==> src/rtl/placement_readback_if.sv <==
// Record stream from placement_readback to the dump/checker logic.
// Handshake: a record transfers on any cycle where rec_valid && rec_ready; while rec_valid is
// high and rec_ready is low the producer holds every payload field stable.
interface placement_readback_if;
    logic        rec_valid;
    logic        rec_ready;
    logic [31:0] rec_node;
    logic [31:0] rec_x;
    logic [31:0] rec_y;
    logic        rec_err;

    modport master (output rec_valid, rec_node, rec_x, rec_y, rec_err, input rec_ready);
    modport slave  (input rec_valid, rec_node, rec_x, rec_y, rec_err, output rec_ready);
endinterface

==> src/rtl/placement_readback.sv <==
// Raster scan of the placement grid RAM, cross-checking each placed node against pos_X/pos_Y
// and streaming one record per node. Optional checksum enabled by READBACK_CKSUM_EN.
module placement_readback #(
    parameter int N       = 15,
    parameter int N_NODES = 15
) (
    input  logic                      clk,
    input  logic                      reset,
    input  logic                      start,
    output logic                      reGrid,
    output logic [31:0]               addrGrid,
    input  logic [31:0]               doutGrid,
    output logic                      rePX,
    output logic                      rePY,
    output logic [31:0]               addrPX,
    output logic [31:0]               addrPY,
    input  logic [31:0]               doutPX,
    input  logic [31:0]               doutPY,
    placement_readback_if.master      rec,
    output logic                      busy,
    output logic                      done,
    output logic [31:0]               placed_count,
    output logic [31:0]               err_count,
    output logic [31:0]               checksum,
    output logic [3:0]                dbg_state_o
);
    localparam logic [31:0]        EMPTY     = 32'hFFFF_FFFF;
    localparam logic [31:0]        LAST_C    = 32'(N * N - 1);
    localparam logic [31:0]        LAST_Y    = 32'(N - 1);
    localparam logic signed [31:0] N_NODES_S = 32'(N_NODES);

    typedef enum logic [3:0] {
        S_IDLE   = 4'd0,
        S_G_RD   = 4'd1,
        S_G_WAIT = 4'd2,
        S_G_CHK  = 4'd3,
        S_P_RD   = 4'd4,
        S_P_WAIT = 4'd5,
        S_P_CHK  = 4'd6,
        S_EMIT   = 4'd7,
        S_NEXT   = 4'd8,
        S_DONE   = 4'd9
    } state_e;

    state_e      state_q, state_d;
    logic [31:0] c_q, c_d, cx_q, cx_d, cy_q, cy_d;
    logic [31:0] v_q, v_d;
    logic        err_q, err_d;
    logic [31:0] placed_q, placed_d, errcnt_q, errcnt_d;
    logic        valid;
`ifdef READBACK_CKSUM_EN
    logic [31:0] cksum_q, cksum_d;
`endif

    always_comb begin
        state_d  = state_q;
        c_d      = c_q;
        cx_d     = cx_q;
        cy_d     = cy_q;
        v_d      = v_q;
        err_d    = err_q;
        placed_d = placed_q;
        errcnt_d = errcnt_q;
`ifdef READBACK_CKSUM_EN
        cksum_d  = cksum_q;
`endif
        reGrid   = 1'b0;
        rePX     = 1'b0;
        valid    = 1'b0;
        done     = 1'b0;
        busy     = (state_q != S_IDLE) && (state_q != S_DONE);
        unique case (state_q)
            S_IDLE: begin
                if (start) begin
                    c_d      = '0;
                    cx_d     = '0;
                    cy_d     = '0;
                    placed_d = '0;
                    errcnt_d = '0;
`ifdef READBACK_CKSUM_EN
                    cksum_d  = '0;
`endif
                    state_d  = S_G_RD;
                end
            end
            S_G_RD: begin
                reGrid  = 1'b1;
                state_d = S_G_WAIT;
            end
            S_G_WAIT: state_d = S_G_CHK;
            S_G_CHK: begin
                v_d = doutGrid;
                // EMPTY is itself negative, so it must be tested before the range check.
                if (doutGrid == EMPTY) begin
                    state_d = S_NEXT;
                end else if ($signed(doutGrid) < 0 || $signed(doutGrid) >= N_NODES_S) begin
                    err_d   = 1'b1;
                    state_d = S_EMIT;
                end else begin
                    err_d   = 1'b0;
                    state_d = S_P_RD;
                end
            end
            S_P_RD: begin
                rePX    = 1'b1;
                state_d = S_P_WAIT;
            end
            S_P_WAIT: state_d = S_P_CHK;
            S_P_CHK: begin
                err_d   = (doutPX != cx_q) || (doutPY != cy_q);
                state_d = S_EMIT;
            end
            S_EMIT: begin
                valid = 1'b1;
                if (rec.rec_ready) begin
                    placed_d = placed_q + 32'd1;
                    errcnt_d = errcnt_q + {31'd0, err_q};
`ifdef READBACK_CKSUM_EN
                    cksum_d  = {cksum_q[30:0], cksum_q[31]} ^ v_q ^ (cx_q << 8) ^ (cy_q << 16);
`endif
                    state_d  = S_NEXT;
                end
            end
            S_NEXT: begin
                if (c_q == LAST_C) begin
                    state_d = S_DONE;
                end else begin
                    c_d = c_q + 32'd1;
                    if (cy_q == LAST_Y) begin
                        cy_d = '0;
                        cx_d = cx_q + 32'd1;
                    end else begin
                        cy_d = cy_q + 32'd1;
                    end
                    state_d = S_G_RD;
                end
            end
            S_DONE: begin
                done    = 1'b1;
                state_d = S_IDLE;
            end
            default: state_d = S_IDLE;
        endcase
    end

    always_ff @(posedge clk) begin
        if (reset) begin
            state_q  <= S_IDLE;
            c_q      <= '0;
            cx_q     <= '0;
            cy_q     <= '0;
            v_q      <= '0;
            err_q    <= 1'b0;
            placed_q <= '0;
            errcnt_q <= '0;
        end else begin
            state_q  <= state_d;
            c_q      <= c_d;
            cx_q     <= cx_d;
            cy_q     <= cy_d;
            v_q      <= v_d;
            err_q    <= err_d;
            placed_q <= placed_d;
            errcnt_q <= errcnt_d;
        end
    end

`ifdef READBACK_CKSUM_EN
    always_ff @(posedge clk) begin
        if (reset) cksum_q <= '0;
        else       cksum_q <= cksum_d;
    end
    assign checksum = cksum_q;
`else
    assign checksum = '0;
`endif

    assign rePY         = rePX;
    assign addrGrid     = c_q;
    assign addrPX       = v_q;
    assign addrPY       = v_q;
    assign rec.rec_valid = valid;
    assign rec.rec_node  = v_q;
    assign rec.rec_x     = cx_q;
    assign rec.rec_y     = cy_q;
    assign rec.rec_err   = err_q;
    assign placed_count = placed_q;
    assign err_count    = errcnt_q;
    assign dbg_state_o  = state_q;
endmodule
==> src/flat_wrapper.sv <==
// flat-port wrapper written by rule: the top's interface ports become plain ports
module placement_readback_flat 
#(
    parameter int N       = 15,
    parameter int N_NODES = 15
)
  (clk, reset, start, reGrid, addrGrid, doutGrid, rePX, rePY, addrPX, addrPY, doutPX, doutPY, busy, done, placed_count, err_count, checksum, dbg_state_o, rec_rec_valid, rec_rec_node, rec_rec_x, rec_rec_y, rec_rec_err, rec_rec_ready);
  placement_readback_if rec_i ();
  input  logic clk;
  input  logic reset;
  input  logic start;
  output logic reGrid;
  output logic [31:0] addrGrid;
  input  logic [31:0] doutGrid;
  output logic rePX;
  output logic rePY;
  output logic [31:0] addrPX;
  output logic [31:0] addrPY;
  input  logic [31:0] doutPX;
  input  logic [31:0] doutPY;
  output logic busy;
  output logic done;
  output logic [31:0] placed_count;
  output logic [31:0] err_count;
  output logic [31:0] checksum;
  output logic [3:0] dbg_state_o;
  output wire logic [$bits(rec_i.rec_valid)-1:0] rec_rec_valid;
  output wire logic [$bits(rec_i.rec_node)-1:0] rec_rec_node;
  output wire logic [$bits(rec_i.rec_x)-1:0] rec_rec_x;
  output wire logic [$bits(rec_i.rec_y)-1:0] rec_rec_y;
  output wire logic [$bits(rec_i.rec_err)-1:0] rec_rec_err;
  input wire logic [$bits(rec_i.rec_ready)-1:0] rec_rec_ready;
  assign rec_rec_valid = rec_i.rec_valid;
  assign rec_rec_node = rec_i.rec_node;
  assign rec_rec_x = rec_i.rec_x;
  assign rec_rec_y = rec_i.rec_y;
  assign rec_rec_err = rec_i.rec_err;
  assign rec_i.rec_ready = rec_rec_ready;
  placement_readback #(.N(N), .N_NODES(N_NODES)) u_core (.clk(clk), .reset(reset), .start(start), .reGrid(reGrid), .addrGrid(addrGrid), .doutGrid(doutGrid), .rePX(rePX), .rePY(rePY), .addrPX(addrPX), .addrPY(addrPY), .doutPX(doutPX), .doutPY(doutPY), .rec(rec_i), .busy(busy), .done(done), .placed_count(placed_count), .err_count(err_count), .checksum(checksum), .dbg_state_o(dbg_state_o));
endmodule
==> config.mk <==
export PLATFORM = sky130hd
export DESIGN_NAME = placement_readback_flat
export DESIGN_NICKNAME = d
export VERILOG_FILES = /design/src/rtl/placement_readback_if.sv /design/src/rtl/placement_readback.sv /design/src/flat_wrapper.sv
export SDC_FILE = /design/constraint.sdc
export NUM_CORES = 1
export LEC_CHECK = 0
export CORE_UTILIZATION = 45
export CTS_CLUSTER_DIAMETER = 50
export DETAILED_ROUTE_END_ITERATION = 8
export PLACE_DENSITY_LB_ADDON = 0.25
export RECOVER_POWER = 100
export SKIP_CTS_REPAIR_TIMING = 1
export SLEW_MARGIN = 0
export SYNTH_ARGS = -nofsm -noshare
export SYNTH_HDL_FRONTEND = slang
export SYNTH_SLANG_ARGS = --single-unit
==> constraint.sdc <==
create_clock -name clk -period 2.55 [get_ports clk]
set_clock_uncertainty 0.1 [all_clocks]
set_input_delay 0.51 -clock clk [delete_from_list [all_inputs] [get_ports clk]]
set_output_delay 0.51 -clock clk [all_outputs]
set_load 0.01 [all_outputs]
==> results of run 1 <==
[cell families after synthesis]
group,count (synthesis)
compound gates,163
xor+xnor,187
fa+ha+maj,8
buf+inv,191
flops,197
mux,3
other cells,1
simple gates,580
[layer usage]
layer / global-route usage (%) / part of all wire, % / wire length [um]
met5: 0 / 0 / 0
met4: 7.74 / 2.1 / 755
met3: 4.57 / 6.5 / 2300
met2: 46.8 / 49 / 17300
met1: 36.5 / 43 / 15200
[area by class of cell]
cell class                      count  share of cell area (%)
Clock buffer                       17                    2.69
Multi-Input combinational cell    973                    38.5
Timing Repair Buffer              491                    29.8
Tap cell                          319                    2.53
Sequential cell                   197                    25.0
Inverter                           27                   0.641
Clock inverter                     14                   0.887
[worst paths after layout]
check,endpoint,depth (start not counted),slack (ns)
max,u_core.rec.rec_x[28],8,0.09
min reg2reg,u_core.addrPX[23],2,0.39
max reg2reg,u_core.rec.rec_x[28],8,0.09
min,u_core.addrGrid[0],2,0.33
[stage by stage]
stage / TNS (ns) / instances / instance area (um2) / util, % / setup WS, ns
final: 0 / 2038 / 15800 / 66.7 / 0.0858
after floorplan: 0 / 1361 / 11100 / - / 0.251
after CTS: -1.04 / 2035 / 15700 / 66.4 / -0.255
after global routing: -0.0338 / 2038 / 15800 / 66.7 / -0.0277
after detailed placement: -7.12 / 2004 / 15100 / 64.0 / -0.348
after global placement: -6.00 / 2004 / 15100 / 64.0 / -0.328
[power breakdown]
| part | internal [mW] | leakage, nW | switching, mW |
|---|---|---|---|
| Clock | 1.30 | 0.276 | 1.35 |
| Combinational | 0.423 | 4.27 | 0.494 |
| Sequential | 3.11 | 1.59 | 0.0375 |
| Total | 4.83 | 6.14 | 1.88 |
[worst max-delay path, delay by kind of cell, from the launching register on]
| kind | cells | cell delay (ns) |
|---|---|---|
| flops | 1 | 0.33 |
| simple gates | 4 | 1.29 |
| compound gates | 2 | 0.33 |
| buf+inv | 2 | 0.34 |
[cells in the mapped netlist, drive strengths merged, types with 26 or more instances]
cell type  count  area, um2
dfxtp        197       3940
nor2         148        556
nand2        138        518
buf          114        827
xnor2        111        972
a21oi         85        429
xor2          76        666
nand3         63        333
clkbuf        50        189
nor4          50        355
nand4         49        332
inv           27        101
nor3          27        195
and3          26        163
[state kept, by name, summed over array words and instances, names as in the netlist]
signal               count
u_core.addrGrid         32
u_core.placed_count     32
u_core.dbg_state_o       4
u_core.rec.rec_y        32
u_core.err_count        32
u_core.addrPX           32
u_core.rec.rec_x        32
u_core.rec.rec_err       1
==> flow_summary.toml, run 1 <==
[run_status]
outcome = "completed"

[clock_tree]
path_clk_slew_ns = 0.08
cts_made_buffers = 17
clock-root-buffer = "clkbuf_16"
clock_path_buffers = 2
h-tree-depth = 4
clkLatencyLatePin_ns = 0.44
cts.sinks = 197
cts_tree = "built"

[cells_and_area]
fin_nets = 1815
drive_above_1_share_pct = 12.0
regArea_um2 = 3940
fillers = 2042
area_growth_pct = 44.3
multi_input_area_um2 = 6080
final_common_cell = "dfxtp_1"
mostFrequentLayoutCells = "197 x dfxtp_1, 193 x clkdlybuf4s50_1, 166 x dlygate4sd3_1"
antennaDiodeCount = 0

[yosys]
yosys.area_share.simple_pct = 27.9
syn_inst = 1330
synth_edf_count = 0
synth_xor_xnor_area_share_pct = 15.0
synth.mux.area_fraction_pct = 0.297
synthArstFlopShare_pct = 0
synth_top_family_by_area = "simple AND/OR/NAND/NOR gates"
ys_seq_area_share_pct = 36.0
synth.distinct_cells = 66
synth_compound_area_share_pct = 9.67
ys_ff_latch = 197
syn_area_um2 = 11000
syn_avg_cell_area_um2 = 8.23
yosys_warnings = 0
synth_top_flop_cell = "dfxtp_1"
synth_fa_ha_area_share_pct = 0.914

[floorplan]
core-area_um2 = 23700
die_w_um = 158
fp-row-count = 56
die-area_um2 = 25000
die_h_um = 158
ios = 399
start_util_pct = 46.2

[critical_path]
worst_r2r_startpoint = "u_core.rec.rec_y[16]"
crit_type = "flop to flop"
cp_common_cell = "buf_4"
slowest_stage = "or3_1"
critPathLaunch = "u_core.rec.rec_y[16]"
end_kind = "flop"
arrival_ns = 2.73
crit_chain = "nor4_2, and4_1, o2111ai_4, buf_4, buf_4, or3_1, nor4_1, o21bai_1"
crit_fanout = 6
max_stage_delay_ns = 0.39
crit_required_ns = 2.82
startpoint_type = "flop"

[routing]
drc = 0
ant_nets = 0
wl_um = 35600
wl_per_cell_um = 17.4
firstDrtPassIters = 5
num_vias = 10900
drtIter0Drc = 869
drt-vias-per-instance = 5.33

[sta]
worst_pin_slew_ns = 0.758
setup_viol = 0
finalCritPeriodShare_pct = 96.6
hold_viol = 0
hold-worst-slack_ns = 0.328
maxSlewHeadroom_pct = 49.5
max_freq_ghz = 0.406
finalCriticalPeriod_ns = 2.46
slew_viol_final = 0

[global_routing]
grt_pass1_vias = 10200
antenna_found_initial = 0
grt_max_degree = 70
overflow = 0
grt_pass1_wl_um = 54500
track_usage_pct = 27.8

[place]
numPortBuffers = 366
dp_hpwl_um = 27000
place_congestion = 0.927

[worst_hold_path]
hold_class = "input pin to flop"
hp-start = "reset"

[power]
p_leak_nw = 6.14
p_total_mw = 6.70
ir_worst_vdd_mv = 0.378
power_density_nw_per_um2 = 424

[job]
maxCapViolations = 0
Power figures use the tool's default switching activity.
==> inputs of run 2 (changes only) <==
- GPL_TIMING_DRIVEN: not set -> 0
- PLACE_DENSITY: not set -> 0.93
- PLACE_DENSITY_LB_ADDON: 0.25 -> not set
- clock period: 2.55 -> 2.9 ns (I/O delays scaled with it)
==> run 2 against run 1 <==
  * Sequential power decreased by 12%
  * Via count is 7.4% higher
  * Combinational power shrank 5.1%
  * Final area fell by 0.55%
  * Wire length is 12% higher
  * Flip-flop and latch count did not move
  * Largest cell class unchanged
  * First-iteration DRC count grew 11%
  * Setup slack got worse by 0.028 ns
  * Core utilization fell by 0.36 points
  * Critical endpoint is now u_core.addrGrid[8]
  * Total power is 11% lower
  * Highest routed layer unchanged
  * Sequential share of layout area up 0.15 points
==> flow_summary.toml, run 2 (synthesis results as in run 1) <==
[sta]
hold-worst-slack_ns = 0.389
finalCriticalPeriod_ns = 2.84
max_freq_ghz = 0.352
hold_viol = 0
slew_viol_final = 0
setup_tns_ns = 0
rsz0062_at_grt = "no"
maxSlewHeadroom_pct = 39.1
setup_viol = 0
worst_pin_slew_ns = 0.906
finalCritPeriodShare_pct = 98.0

[cells_and_area]
fin_nets = 1857
final_util_pct = 66.4
antennaDiodeCount = 0
stdcell_area_um2 = 15700
instances_no_fill = 2080
area_growth_pct = 43.6
mostFrequentLayoutCells = "264 x dlygate4sd3_1, 195 x dfxtp_1, 148 x nor2_1"
final_common_cell = "dlygate4sd3_1"
drive_above_1_share_pct = 11.3
fillers = 1896

[critical_path]
r2r_setup_slack_ns = 0.06
startpoint_type = "flop"
slowest_stage = "dfxtp_1"
end_kind = "flop"
crit_required_ns = 3.09
critPathLaunch = "u_core.addrGrid[0]"
cp-endpoint = "u_core.addrGrid[8]"
critical_path_buf_inv_count = 4
crit_fanout = 10
r2r_end = "u_core.addrGrid[8]"
max_stage_delay_ns = 0.40
path_delay_family = "buffers and inverters"
crit_type = "flop to flop"
crit_cells = 11
arrival_ns = 3.03
crit_chain = "inv_1, ha_1, nor4b_1, nand4_1, buf_4, o21ai_4, clkbuf_4, clkbuf_2, a21oi_1, xnor2_1, nor2_1"
worst_r2r_startpoint = "u_core.addrGrid[0]"
reg2regPathDepth = 11

[clock_tree]
clock-root-buffer = "clkbuf_16"
cts_tree = "built"
cts_made_buffers = 17
clock_path_buffers = 2
h-tree-depth = 4
clkLatencyLatePin_ns = 0.44
cts.sinks = 197
path_clk_slew_ns = 0.07

[global_routing]
grt_pass1_vias = 11000
overflow = 0
antenna_found_initial = 0
grt_pass1_wl_um = 59700
track_usage_pct = 31.2
grt_max_degree = 17

[routing]
wl_per_cell_um = 19.2
drc = 0
wl_um = 39900
drt-vias-per-instance = 5.61
firstDrtPassIters = 6
ant_nets = 0
num_vias = 11700
drtIter0Drc = 967

[floorplan]
ios = 399
die_w_um = 158
die_h_um = 158
start_util_pct = 46.2
fp-row-count = 56
die-area_um2 = 25000
core-area_um2 = 23700

[place]
place_congestion = 0.950
numPlacedInstances = 2044
numPortBuffers = 364
dpl-instance-area_um2 = 15100
dp_hpwl_um = 31100

[worst_hold_path]
hp-start = "u_core.addrPX[19]"
hold_class = "flop to flop"

[power]
p_leak_nw = 6.39
ir_worst_vdd_mv = 0.304
power_density_nw_per_um2 = 381

[job]
maxCapViolations = 0

[run_status]
outcome = "completed"
-- run 2: worst min path at each step --
stage | slack, ns | endpoint | cells after the start
3_5_place_dp | 0.38 | u_core.addrPX[13] | 2
4_1_cts | 0.39 | u_core.addrPX[13] | 2
3_3_place_gp | 0.37 | u_core.err_count[0] | 2
2_1_floorplan | 0.41 | u_core.addrPX[0] | 2
5_1_grt | 0.42 | u_core.addrPX[27] | 2
6_report | 0.39 | u_core.addrPX[19] | 2
-- run 2: area by class of cell --
cell class	instances	area, um2	area share, %
Inverter	27	101	0.645
Clock buffer	19	433	2.75
Buffer	164	1030	6.55
Multi-Input combinational cell	973	6000	38.2
Tap cell	319	399	2.54
Timing Repair Buffer	369	3680	23.4
Clock inverter	12	128	0.812
Sequential cell	197	3950	25.1
-- run 2: routing by layer --
metal | track usage (%) | up-vias | wire length [um]
met1 | 38.3 | 5530 | 15600
li1 | - | 5334 | -
met2 | 53.2 | 697 | 19500
met4 | 12.6 | 0 | 1490
met5 | 0 | - | 0
met3 | 6.16 | 111 | 3390
-- run 2: tightest hold or removal path, cell delays in order, from the launching register on --
cell	delay (ns)
dfxtp_1	0.33
nand2_1	0.06
a21oi_1	0.05
-- run 2: through the flow --
step                      worst slack, ns  power, mW
after floorplan                     0.601       3.25
after global placement             -0.522       3.70
after detailed placement           -0.581       3.72
after CTS                          -0.403       6.01
after global routing              0.00699       6.20
final                              0.0575       5.99
-- run 2: power breakdown --
group          switching [mW]  internal (mW)
sequential             0.0467           2.73
combinational           0.474          0.396
clock                    1.07           1.27
==> inputs of run 3 (changes only) <==
- SLEW_MARGIN: 0 -> 20
==> run 3 against run 2 <==
  * Wire length about the same
  * Critical path depth did not move
  * Cell count stayed put
  * Worst hold slack is essentially flat
  * Highest routed layer unchanged
==> flow_summary.toml, run 3 (synthesis results as in run 1) <==
[global_routing]
overflow = 0
antenna_found_initial = 0
grt_max_degree = 17
grt_pass1_wl_um = 59700
grt_pass1_vias = 11000
track_usage_pct = 31.2

[critical_path]
startpoint_type = "flop"
cp-endpoint = "u_core.addrGrid[8]"
crit_fanout = 10
worst_r2r_startpoint = "u_core.addrGrid[0]"
r2r_setup_slack_ns = 0.06
crit_required_ns = 3.09
end_kind = "flop"
r2r_end = "u_core.addrGrid[8]"
critPathLaunch = "u_core.addrGrid[0]"
arrival_ns = 3.03
crit_type = "flop to flop"
reg2regPathDepth = 11

[cells_and_area]
drive_above_1_share_pct = 11.3
final_common_cell = "dlygate4sd3_1"
stdcell_area_um2 = 15700
antennaDiodeCount = 0
mostFrequentLayoutCells = "264 x dlygate4sd3_1, 195 x dfxtp_1, 148 x nor2_1"
fin_nets = 1857
area_growth_pct = 43.6

[sta]
rsz0062_at_grt = "no"
finalCritPeriodShare_pct = 98.0
maxSlewHeadroom_pct = 39.1
hold_viol = 0
worst_pin_slew_ns = 0.906
finalCriticalPeriod_ns = 2.84
slew_viol_final = 0
setup_viol = 0
max_freq_ghz = 0.352

[clock_tree]
path_clk_slew_ns = 0.07
cts_tree = "built"
clock-root-buffer = "clkbuf_16"
clock_path_buffers = 2
cts_made_buffers = 17
cts.sinks = 197
clkLatencyLatePin_ns = 0.44
h-tree-depth = 4

[power]
netSwitchingFraction_pct = 26.6
p_switching_mw = 1.59
ir_worst_vdd_mv = 0.306
seq_power_share_pct = 46.4
clkPwrFrac_pct = 39.1
p_total_mw = 5.99
power_density_nw_per_um2 = 381
power.share.combinational_pct = 14.5
p_leak_nw = 6.39
p_int_mw = 4.40

[floorplan]
die-area_um2 = 25000
ios = 399
die_w_um = 158
start_util_pct = 46.2
fp-row-count = 56
core-area_um2 = 23700
die_h_um = 158

[routing]
wl_um = 39900
firstDrtPassIters = 5
num_vias = 11600
drt-vias-per-instance = 5.60
drtIter0Drc = 992
drc = 0
wl_per_cell_um = 19.2
ant_nets = 0

[place]
dp_hpwl_um = 31100
numPortBuffers = 364
place_congestion = 0.950
dpl-instance-area_um2 = 15100

[worst_hold_path]
hold_class = "flop to flop"

[run_status]
outcome = "completed"

[job]
maxCapViolations = 0
==> run 3: cell counts in the layout (fill, tap and decap cells not counted) <==
No cell type changed its count.
==> run 3: power groups by stage <==
stage	clock network, mW	registers (mW)	logic (mW)
6_report	2.34	2.78	0.870
5_1_grt	2.48	2.78	0.930
4_1_cts	2.35	2.78	0.882
3_5_place_dp	0	2.84	0.876
3_3_place_gp	0	2.84	0.859
2_1_floorplan	0	2.84	0.412
==> run 3: worst min path at each step <==
stage / start / endpoint / slack, ns / cells after the start
global placement: u_core.err_count[0] / u_core.err_count[0] / 0.37 / 2
global route: u_core.addrPX[27] / u_core.addrPX[27] / 0.42 / 2
detailed placement: u_core.addrPX[13] / u_core.addrPX[13] / 0.38 / 2
floorplan: u_core.addrPX[0] / u_core.addrPX[0] / 0.41 / 2
CTS: u_core.addrPX[13] / u_core.addrPX[13] / 0.39 / 2
finish: u_core.addrPX[19] / u_core.addrPX[19] / 0.39 / 2
==> run 3: area by class of cell <==
cell class	instances	area, um2
Tap cell	319	399
Timing Repair Buffer	369	3680
Inverter	27	101
Clock inverter	12	128
Clock buffer	19	433
Multi-Input combinational cell	973	6000
Buffer	164	1030
Fill cell	1896	7960
Sequential cell	197	3950
==> run 3: worst max-delay path, stage by stage, from the launching register on <==
cell      delay (ns)
dfxtp_1         0.40
inv_1           0.09
ha_1            0.19
nor4b_1         0.27
nand4_1         0.14
buf_4           0.19
o21ai_4         0.26
clkbuf_4        0.28
clkbuf_2        0.28
a21oi_1         0.14
xnor2_1         0.27
nor2_1          0.09
==> run 3: stage by stage <==
stage	hold WS, ns	instances	util [%]	TNS [ns]	setup slack (ns)
floorplan	0.405	1361	-	0	0.601
global placement	0.373	2044	63.8	-30.08	-0.522
detailed placement	0.379	2044	63.8	-37.75	-0.581
CTS	0.391	2075	66.2	-8.09	-0.403
global route	0.422	2080	66.4	0	0.00699
finish	0.389	2080	66.4	0	0.0588
==> run 3: routing by layer <==
metal	up-vias	share of wire [%]	track usage, %
met5	-	0	0
met4	0	3.7	12.6
met3	109	8.3	6.16
met2	681	49	53.2
met1	5523	39	38.3
li1	5334	-	-
